[src/rtl/cpu_pkg.sv]
// Shared definitions for the 3-stage CPU: default widths, NOP encoding and
// fetch FSM state encoding.
package cpu_pkg;

  localparam int unsigned DefAddrW = 8;
  localparam int unsigned DefDataW = 16;

  localparam logic [15:0] NopInsn = 16'h0000;

  typedef enum logic {
    StIdle = 1'b0,
    StWait = 1'b1
  } fetch_state_e;

endpackage

[src/rtl/fetch_unit_if.sv]
// Instruction-memory read handshake between the fetch unit (master) and
// program memory (slave).
interface fetch_unit_if
  import cpu_pkg::*;
#(
  parameter int unsigned ADDR_W = DefAddrW,
  parameter int unsigned DATA_W = DefDataW
);

  logic              mem_req;
  logic [ADDR_W-1:0] mem_addr;
  logic [DATA_W-1:0] mem_rdata;
  logic              mem_ack;

  modport master (
    output mem_req,
    output mem_addr,
    input  mem_rdata,
    input  mem_ack
  );

  modport slave (
    input  mem_req,
    input  mem_addr,
    output mem_rdata,
    output mem_ack
  );

endinterface

[src/rtl/fetch_timer.sv]
// Counts WAIT cycles of an outstanding fetch; expired flags the last cycle
// the fetch is allowed to wait for an acknowledge.
module fetch_timer #(
  parameter int unsigned ACK_TIMEOUT = 15
) (
  input  logic clk,
  input  logic clr,
  input  logic ce,
  input  logic start,
  input  logic run,
  output logic expired
);

  localparam int unsigned CntW = (ACK_TIMEOUT > 1) ? $clog2(ACK_TIMEOUT) : 1;
  localparam logic [CntW-1:0] LastCnt = CntW'(ACK_TIMEOUT - 1);

  logic [CntW-1:0] cnt_q;

  always_ff @(posedge clk) begin
    if (clr) begin
      cnt_q <= '0;
    end else if (ce) begin
      if (start) begin
        cnt_q <= '0;
      end else if (run) begin
        cnt_q <= cnt_q + CntW'(1);
      end
    end
  end

  assign expired = (cnt_q == LastCnt);

endmodule

[src/rtl/fetch_unit.sv]
// Instruction-fetch stage: owns pc and ir, issues one handshaked read per f
// phase and stalls the phase counter while the read is outstanding.
module fetch_unit
  import cpu_pkg::*;
#(
  parameter int unsigned         ADDR_W      = DefAddrW,
  parameter int unsigned         DATA_W      = DefDataW,
  parameter logic [ADDR_W-1:0]   RESET_PC    = '0,
  parameter logic [DATA_W-1:0]   NOP         = DATA_W'(NopInsn),
  parameter int unsigned         ACK_TIMEOUT = 15
) (
  input  logic              clk,
  input  logic              clr,
  input  logic              ce,
  input  logic              f,
  input  logic              i,
  input  logic              br_ld,
  input  logic [ADDR_W-1:0] br_addr,
  fetch_unit_if.master      mem,
  output logic [ADDR_W-1:0] pc,
  output logic [DATA_W-1:0] ir,
  output logic              ir_valid,
  output logic              stall,
  output logic              err
);

  fetch_state_e      state_q;
  logic [ADDR_W-1:0] pc_q;
  logic [DATA_W-1:0] ir_q;
  logic              ir_valid_q;
  logic              err_q;
  logic              mem_req_q;
  logic [ADDR_W-1:0] mem_addr_q;

  logic timer_start;
  logic timer_run;
  logic timer_expired;

  assign timer_start = (state_q == StIdle) && f;
  assign timer_run   = (state_q == StWait) && !mem.mem_ack && !timer_expired;

  fetch_timer #(
    .ACK_TIMEOUT (ACK_TIMEOUT)
  ) u_fetch_timer (
    .clk     (clk),
    .clr     (clr),
    .ce      (ce),
    .start   (timer_start),
    .run     (timer_run),
    .expired (timer_expired)
  );

  always_ff @(posedge clk) begin
    if (clr) begin
      state_q    <= StIdle;
      pc_q       <= RESET_PC;
      ir_q       <= NOP;
      ir_valid_q <= 1'b0;
      err_q      <= 1'b0;
      mem_req_q  <= 1'b0;
      mem_addr_q <= '0;
    end else if (ce) begin
      // pc may move during WAIT; the captured mem_addr is independent of it.
      if (i) begin
        pc_q <= br_ld ? br_addr : pc_q + ADDR_W'(1);
      end
      unique case (state_q)
        StIdle: begin
          if (f) begin
            state_q    <= StWait;
            mem_req_q  <= 1'b1;
            mem_addr_q <= pc_q;
            ir_valid_q <= 1'b0;
          end
        end
        StWait: begin
          if (mem.mem_ack) begin
            state_q    <= StIdle;
            ir_q       <= mem.mem_rdata;
            ir_valid_q <= 1'b1;
            mem_req_q  <= 1'b0;
          end else if (timer_expired) begin
            state_q    <= StIdle;
            ir_q       <= NOP;
            ir_valid_q <= 1'b1;
            err_q      <= 1'b1;
            mem_req_q  <= 1'b0;
          end
        end
        default: state_q <= StIdle;
      endcase
    end
  end

  assign mem.mem_req  = mem_req_q;
  assign mem.mem_addr = mem_addr_q;
  assign pc           = pc_q;
  assign ir           = ir_q;
  assign ir_valid     = ir_valid_q;
  assign err          = err_q;
  assign stall        = (state_q == StWait);

endmodule
[src/flat_wrapper.sv]
// flat-port wrapper written by rule: the top's interface ports become plain ports
module fetch_unit_flat import cpu_pkg::*;
#(
  parameter int unsigned         ADDR_W      = DefAddrW,
  parameter int unsigned         DATA_W      = DefDataW,
  parameter logic [ADDR_W-1:0]   RESET_PC    = '0,
  parameter logic [DATA_W-1:0]   NOP         = DATA_W'(NopInsn),
  parameter int unsigned         ACK_TIMEOUT = 15
)
  (clk, clr, ce, f, i, br_ld, br_addr, pc, ir, ir_valid, stall, err, mem_mem_req, mem_mem_addr, mem_mem_rdata, mem_mem_ack);
  fetch_unit_if #(.ADDR_W(ADDR_W), .DATA_W(DATA_W)) mem_i ();
  input  logic clk;
  input  logic clr;
  input  logic ce;
  input  logic f;
  input  logic i;
  input  logic br_ld;
  input  logic [ADDR_W-1:0] br_addr;
  output logic [ADDR_W-1:0] pc;
  output logic [DATA_W-1:0] ir;
  output logic ir_valid;
  output logic stall;
  output logic err;
  output wire logic [$bits(mem_i.mem_req)-1:0] mem_mem_req;
  output wire logic [$bits(mem_i.mem_addr)-1:0] mem_mem_addr;
  input wire logic [$bits(mem_i.mem_rdata)-1:0] mem_mem_rdata;
  input wire logic [$bits(mem_i.mem_ack)-1:0] mem_mem_ack;
  assign mem_mem_req = mem_i.mem_req;
  assign mem_mem_addr = mem_i.mem_addr;
  assign mem_i.mem_rdata = mem_mem_rdata;
  assign mem_i.mem_ack = mem_mem_ack;
  fetch_unit #(.ADDR_W(ADDR_W), .DATA_W(DATA_W), .RESET_PC(RESET_PC), .NOP(NOP), .ACK_TIMEOUT(ACK_TIMEOUT)) u_core (.clk(clk), .clr(clr), .ce(ce), .f(f), .i(i), .br_ld(br_ld), .br_addr(br_addr), .mem(mem_i), .pc(pc), .ir(ir), .ir_valid(ir_valid), .stall(stall), .err(err));
endmodule
[config.mk]
export PLATFORM = sky130hd
export DESIGN_NAME = fetch_unit_flat
export DESIGN_NICKNAME = d
export VERILOG_FILES = /design/src/rtl/cpu_pkg.sv /design/src/rtl/fetch_unit_if.sv /design/src/rtl/fetch_timer.sv /design/src/rtl/fetch_unit.sv /design/src/flat_wrapper.sv
export SDC_FILE = /design/constraint.sdc
export NUM_CORES = 1
export LEC_CHECK = 0
export ABC_CLOCK_PERIOD_IN_PS = 1590
export BUFFER_PORTS_ARGS = -buffer_cell sky130_fd_sc_hd__buf_4
export CAP_MARGIN = 20
export CORE_MARGIN = 3
export CORE_UTILIZATION = 30
export CTS_BUF_LIST = sky130_fd_sc_hd__clkbuf_8
export CTS_CLUSTER_DIAMETER = 200
export DETAILED_ROUTE_END_ITERATION = 10
export HOLD_SLACK_MARGIN = 0.03
export PLACE_DENSITY = 0.6
export SYNTH_ARGS = -nofsm -noshare
export SYNTH_HDL_FRONTEND = slang
export SYNTH_SLANG_ARGS = --single-unit
[constraint.sdc]
create_clock -name clk -period 1.59 [get_ports clk]
set_input_delay 0 -clock clk [delete_from_list [all_inputs] [get_ports clk]]
set_output_delay 0 -clock clk [all_outputs]
set_load 0.02 [all_outputs]
==> qor.txt, run 1 <==
=================================================================================
Outcome                                                              complete, no violations
EDFF count, synth                                                               0
Count of distinct cell types in the synthesized netlist                        43
Horizontal die dimension                                                  81.3 µm
Number of hold violations in the final report                                   0
Dominant combinational cell family by area after synthesis           compound AO/OA/AOI/OAI gates
CTS Buf Count                                                                   5
Minimum clock period after layout                                         1510 ps
Transition time at the pin with the least slew margin                      321 ps
Via count                                                                    1654
Drt first-iter violations                                                      41
Remaining DRCs                                                                  0
Boundary pin count                                                             67
Die Y-Extent                                                              81.3 µm
Achievable frequency                                                    0.664 GHz
Clock Sink Count                                                               40
Count of nets left with antenna violations after detail routing                 0
Leading register cell type out of synthesis                          sky130_fd_sc_hd__dfxtp_1
Number of nets in the finished design                                         299
Max Used Layer                                                               met4
Type of element launching the critical path                             flip-flop
Detail-routed via count per cell                                             4.92
Count of input and output buffers                                              66
Post-route clock skew                                                     4.51 ps
Sequential share of the synthesized area                                    47.0%
RSZ-0062 raised after global routing                                        false
Number of max-slew violations in the final report                               0
Worst endpoint data arrival time                                          1730 ps
Peak VDD IR                                                              0.537 mV
Clock tree from TritonCTS                                                   built
Fraction of the cycle the final worst path needs                            94.7%
CTS clock-pin slew for the worst setup and hold paths                       80 ps
Clock tree root buffer cell                                          sky130_fd_sc_hd__clkbuf_8
Maximum number of pins on one net before global-route repair                   23
Total setup violations reported at the end of the flow                          0
Initial cell density of the core                                            32.1%
Number of optimization iterations in the first detailed-route pass              4
Antenna violations before repair                                                0
Via count of the first global-routing pass                                   1585
Gate count of the mapped netlist                                              179
Power density relative to cell area                                    875 mW/mm²
Total core area                                                       0.00530 mm²
CP Capture Type                                                         flip-flop
Pre-CTS worst setup slack                                                 10.3 ps
Row count                                                                      26
Total number of yosys warnings                                                  0
Met3 wire length                                                           371 µm
Required time worst endpoint                                              1810 ps
Worst-skew pair later-pin latency                                          290 ps
Post-layout worst setup margin                                            84.1 ps
Number of filler cells placed in the layout                                   518
Final HPWL from detailed placement                                        3.14 mm
Xor and xnor fraction of the mapped netlist area                               0%
Setup_tns                                                                    0 ps
Post-synthesis instance area                                          0.00170 mm²
Ys async rst share                                                             0%
H-Tree Level Count                                                              2
Met2 WL                                                                   2.11 mm
Detailed-route wire length                                                4.59 mm
Number of buffers on the longest clock path                                     2
Count of state elements after synthesis                                        40
Syn Area/Cell                                                            9.51 µm²
Die Area                                                              0.00662 mm²
Worst slew margin relative to its limit                                     78.6%
Type of the setup path with the least slack                          flip-flop to flip-flop
Global-route wire length before repair                                    7.41 mm
Final Wtd Congestion                                                        0.749
Overflow after GRT                                                              0
Maximum Capacitance Violations                                                  0
Standby leakage power                                                  0.00108 µW
Fraction of the mapped netlist area in compound gates                       23.8%
GRT Util Overall                                                            14.6%
Type of the tightest min-delay check                                 input port to flip-flop
Layout cell share with drive strength beyond 1                              33.5%
Worst-path maximum fanout                                                       7
Drt wl/cell                                                               13.7 µm
Detailed-route wire length on metal 1                                     1.97 mm
Proportion of synthesized area in mux cells                                0.588%
Diode count                                                                     0
Syn-to-layout area delta                                                    51.9%
Post-synth net total                                                          213
Simple logic cell fraction of the synthesized area                          21.5%
Adder and majority gate portion of the synthesized area                     2.20%
=================================================================================
cell usage in the layout (no fill, tap or decap), types with 2 or more instances in the layout:
cell type                       netlist  layout
sky130_fd_sc_hd__a21oi_1             17      17
sky130_fd_sc_hd__a22o_1              16      16
sky130_fd_sc_hd__a31oi_1              4       4
sky130_fd_sc_hd__and2_1               3       3
sky130_fd_sc_hd__and4_1               3       3
sky130_fd_sc_hd__buf_4                2      71
sky130_fd_sc_hd__clkbuf_8             0       7
sky130_fd_sc_hd__dfxtp_1             40      39
sky130_fd_sc_hd__dlygate4sd3_1        0      18
sky130_fd_sc_hd__ha_1                 3       3
sky130_fd_sc_hd__inv_1                4       4
sky130_fd_sc_hd__nand2_1             25      25
sky130_fd_sc_hd__nand3_1              5       5
sky130_fd_sc_hd__nand3b_1             4       4
sky130_fd_sc_hd__nor2_1               5       5
sky130_fd_sc_hd__nor3b_1              2       2
sky130_fd_sc_hd__o2111ai_1            2       2
sky130_fd_sc_hd__o21ai_0              5       5
sky130_fd_sc_hd__o41a_1               2       2
sky130_fd_sc_hd__or3_1                4       4
sky130_fd_sc_hd__or4_1                3       3
repair_timing:
item	in CTS	in global routing
hold buffers	18	0
buffers inserted	0	1
endpoints found under the hold margin	18	0
resized for setup	1	2
setup endpoints to repair	1	1
stage by stage:
step	instance area, µm²	total power (µW)	instances	util, %	hold slack, ps
after global placement	2270	1340	309	42.8	209
after floorplan	1700	1210	179	-	125
after CTS	2570	2290	335	48.6	55.0
final	2590	2260	336	48.8	58.7
after detailed placement	2270	1340	309	42.8	217
after global routing	2590	2370	336	48.8	67.7
cells by family after synthesis:
kind of cell / count (synthesis)
simple gates: 64
fa+ha+maj: 3
compound gates: 56
buf+inv: 15
mux: 1
flops: 40
path summary, 6_finish.rpt:
check | start | endpoint | slack (ps) | depth (start not counted)
worst max-delay path | u_core.u_fetch_timer.cnt_q[0] | u_core.u_fetch_timer.cnt_q[1] | 80 | 5
worst min-delay path | clr | u_core.ir_valid | 60 | 2
worst max register to register | u_core.u_fetch_timer.cnt_q[0] | u_core.u_fetch_timer.cnt_q[1] | 80 | 5
worst min register to register | u_core.mem.mem_addr[6] | u_core.mem.mem_addr[6] | 450 | 2
critical path, cell delays in order (launching register included):
cell and delay (ps):
sky130_fd_sc_hd__dfxtp_2 360, sky130_fd_sc_hd__inv_1 50, sky130_fd_sc_hd__ha_1 210, sky130_fd_sc_hd__and3_4 210, sky130_fd_sc_hd__or4_1 460, sky130_fd_sc_hd__a21oi_1 150
metal layers:
metal	vias up	track usage, %
li1	838	-
met1	742	18.6
met2	61	21.6
met3	13	4.77
met4	0	7.77
met5	-	0
area by class of cell:
class                           count  area [µm²]  share of cell area (%)
Multi-Input combinational cell    124         823                    31.8
Clock buffer                        7        96.3                    3.72
Tap cell                           70        87.6                    3.38
Inverter                            4        15.0                   0.580
Sequential cell                    40         802                    31.0
Timing Repair Buffer               90         733                    28.3
Clock inverter                      1        30.0                    1.16
flip-flops by register name (all words and copies together), names as in the netlist:
| signal | cells |
|---|---|
| u_core.ir | 16 |
| u_core.mem.mem_addr | 8 |
| u_core.pc | 8 |
| u_core.u_fetch_timer.cnt_q | 4 |
| u_core.err | 1 |
| u_core.ir_valid | 1 |
| u_core.mem.mem_req | 1 |
| u_core.stall | 1 |
cells in the mapped netlist (all sizes together), types with 2 or more instances:
| library cell | instances | area, µm² |
|---|---|---|
| and2 | 3 | 18.8 |
| and4 | 3 | 26.3 |
| nand2 | 26 | 100 |
| nor2b | 2 | 20.0 |
| or4 | 3 | 22.5 |
| a22o | 16 | 140 |
| dfxtp | 40 | 801 |
| a21oi | 18 | 101 |
| nand3 | 5 | 25.0 |
| nor3b | 2 | 15.0 |
| nor2 | 5 | 18.8 |
| nand3b | 5 | 41.3 |
| o21ai | 5 | 25.0 |
| ha | 3 | 37.5 |
| o2111ai | 2 | 17.5 |
| buf | 8 | 57.6 |
| inv | 4 | 15.0 |
| a31oi | 4 | 25.0 |
| or3 | 4 | 25.0 |
| clkbuf | 3 | 11.3 |
| o41a | 2 | 22.5 |
power by group:
group,switching (µW),internal (µW)
clock,355,554
sequential,26.4,1030
combinational,142,159
Note: power is estimated with default switching activity, not from simulation.
==> run 2: changes to the inputs <==
- ABC_CLOCK_PERIOD_IN_PS: 1590 -> 1300
- clock period: 1.59 -> 1.3 ns (I/O delays scaled with it)
==> run 2 against run 1 <==
The run now ends with negative setup slack left. Highest routed layer unchanged. Largest cell class unchanged. Register-to-register slack lost 130 ps. Power is 23% higher. Largest power group unchanged. Core utilization is 3.9 points higher.
==> qor.txt, run 2 (synthesized netlist as in run 1, its figures left out) <==
=================================================================================
Standby leakage power                                                  0.00115 µW   +6.2%
Startpoint of the worst-slack reg-to-reg timing path                 u_core.u_fetch_timer.cnt_q[0]
Design area                                                           0.00280 mm²   +8.0%
Crit path launch                                                     u_core.u_fetch_timer.cnt_q[0]
Largest incremental delay on the critical path                             470 ps   about the same
Maximum Capacitance Violations                                                  0   unchanged
Worst-path maximum fanout                                                       4   -3
Number of nets in the finished design                                         309   +3.3%
Number of max-slew violations in the final report                               0   unchanged
Met2 WL                                                                   2.35 mm   +11%
Power density relative to cell area                                    999 mW/mm²   +14%
Outcome                                                              finished, violations left
Fraction of the cycle the final worst path needs                             104%   +8.9 points
Total Power Consumption                                                   2790 µW   +23%
Placed insts                                                                  317   +2.6%
Worst endpoint data arrival time                                          1580 ps   -150 ps
Number of filler cells placed in the layout                                   504   -2.7%
Placed Instance Area                                                  0.00238 mm²   +5.0%
Number of buffers on the longest clock path                                     2   unchanged
Initial cell density of the core                                            32.1%   unchanged
CP Capture Type                                                         flip-flop
Number of flip-flops in the largest register                                   16   unchanged
Max Used Layer                                                               met4
Via count of the first global-routing pass                                   1565   -1.3%
Fraction of power consumed by the clock network                             39.7%   -0.4 points
List of cells traversed by the critical path                         inv_2 > ha_4 > and3_4 > or4_4 > a21oi_2
Count of input and output buffers                                              66   unchanged
Clock tree root buffer cell                                          sky130_fd_sc_hd__clkbuf_8
Drt wl/cell                                                               13.6 µm   -0.52%
Critical hold path startpoint                                                 clr
Detailed-route wire length                                                4.70 mm   +2.4%
Boundary pin count                                                             67   unchanged
Post-layout worst setup margin                                           -47.4 ps   -132 ps
GRT Util Overall                                                            14.4%   -0.14 points
Most common cell after layout, fill and taps aside                   sky130_fd_sc_hd__buf_4
Global-route wire length before repair                                    7.44 mm   +0.38%
Remaining DRCs                                                                  0   unchanged
Clock Sink Count                                                               40   unchanged
Diode count                                                                     0   unchanged
Count of non-filler cells in the finished layout                              346   +3.0%
Internal power component                                                  2150 µW   +23%
Transition time at the pin with the least slew margin                      301 ps   -20.3 ps
Via count                                                                    1710   +3.4%
H-Tree Level Count                                                              2   unchanged
Type of element launching the critical path                             flip-flop
Number of hold violations in the final report                                   0   unchanged
Final Wtd Congestion                                                        0.729   -2.7%
Worst slew margin relative to its limit                                     80.0%   +1.4 points
Count of nets left with antenna violations after detail routing                 0   unchanged
Clock tree from TritonCTS                                                   built
Met3 wire length                                                           190 µm   -49%
Switching power of the nets                                                646 µW   +23%
CTS clock-pin slew for the worst setup and hold paths                       80 ps   about the same
Setup_tns                                                                -52.2 ps   -52.2 ps
Horizontal die dimension                                                  81.3 µm   unchanged
Switching fraction of total power                                           23.2%   about the same
Max stage delay cell, worst path                                     sky130_fd_sc_hd__or4_4
Detailed-route wire length on metal 1                                     2.10 mm   +6.3%
Row count                                                                      26   unchanged
Die Area                                                              0.00662 mm²   unchanged
Total setup violations reported at the end of the flow                          3   +3
Required time worst endpoint                                              1530 ps   -280 ps
Minimum clock period after layout                                         1350 ps   -158 ps
Die Y-Extent                                                              81.3 µm   unchanged
Type of the tightest min-delay check                                 input port to flip-flop
Failing checks                                                       negative setup slack
Leading cell types in the layout, fill and taps excluded             80 x sky130_fd_sc_hd__buf_4, 34 x sky130_fd_sc_hd__dfxtp_1, 25 x sky130_fd_sc_hd__nand2_1
Maximum number of pins on one net before global-route repair                   23   unchanged
Combined flip-flop and latch cell area                                    813 µm²   +1.4%
CTS Buf Count                                                                   5   unchanged
Drt first-iter violations                                                      69   +68%
Combinational share of power                                                14.1%   +0.8 points
Antenna violations before repair                                                0   unchanged
RSZ-0062 raised after global routing                                         true
Multi-input combinational cell area                                       932 µm²   +13%
Worst-skew pair later-pin latency                                          290 ps   about the same
Total core area                                                       0.00530 mm²   unchanged
Post-route clock skew                                                     3.33 ps   -1.18 ps
Register share of total power                                               46.2%   -0.3 points
Pre-CTS worst setup slack                                                -27.2 ps   -37.5 ps
Type of the setup path with the least slack                          flip-flop to flip-flop
Layout cell share with drive strength beyond 1                              42.8%   +9.3 points
Syn-to-layout area delta                                                    64.1%
Overflow after GRT                                                              0   unchanged
Number of optimization iterations in the first detailed-route pass              4   unchanged
Peak VDD IR                                                              0.437 mV   -19%
Achievable frequency                                                    0.742 GHz   +12%
Detail-routed via count per cell                                             4.94   +0.40%
Final HPWL from detailed placement                                        3.36 mm   +7.0%
=================================================================================
## run 2: changes by cell type in the layout (fill, tap and decap cells not counted), sizes merged
cell,delta
buf,+10
## run 2: layer usage
layer / global-route usage [%] / vias to the layer above
li1: - / 854
met1: 18.6 / 819
met2: 23.1 / 31
met3: 4.10 / 6
met4: 4.56 / 0
met5: 0 / -
## run 2: path summary, 6_finish.rpt
check                           slack, ps                             to  depth (start not counted)
worst max-delay path                  -50  u_core.u_fetch_timer.cnt_q[1]                          5
worst min register to register        460         u_core.mem.mem_addr[0]                          2
worst min-delay path                   60                u_core.ir_valid                          2
worst max register to register        -50  u_core.u_fetch_timer.cnt_q[1]                          5
## run 2: cell type report
| class | count | area share [%] |
|---|---|---|
| repair buffers | 100 | 29.4 |
| multi-input cells | 124 | 33.3 |
| clock inverters | 1 | 1.07 |
| clock buffers | 7 | 3.45 |
| flip-flops and latches | 40 | 29.1 |
| well taps | 70 | 3.13 |
| inverters | 4 | 0.537 |
## run 2: worst max-delay path: cells and delay by family, from the launching register on
kind,cells,cell delay (ps)
compound gates,1,130
fa+ha+maj,1,150
buf+inv,1,40
flops,1,340
simple gates,2,620
## run 2: stage by stage
stage | hold slack (ps) | util [%]
floorplan | 125 | -
finish | 59.3 | 52.7
detailed placement | 214 | 44.9
global route | 60.8 | 52.7
CTS | 51.2 | 50.7
global placement | 210 | 44.9
## run 2: power by group through the flow
stage	Combinational, µW	Sequential, µW	Clock (µW)
3_3_place_gp	340	1320	0
5_1_grt	429	1300	1200
6_report	393	1290	1110
2_1_floorplan	127	1350	0
4_1_cts	386	1290	1140
3_5_place_dp	342	1320	0
## run 2: what timing repair did
action                                 CTS  global route
setup endpoints to repair                8            24
endpoints found under the hold margin   18             0
pin swaps                                1             6
cloned                                   0             0
buffers inserted                         0             3
resized for setup                        0            17
hold buffers                            18             0
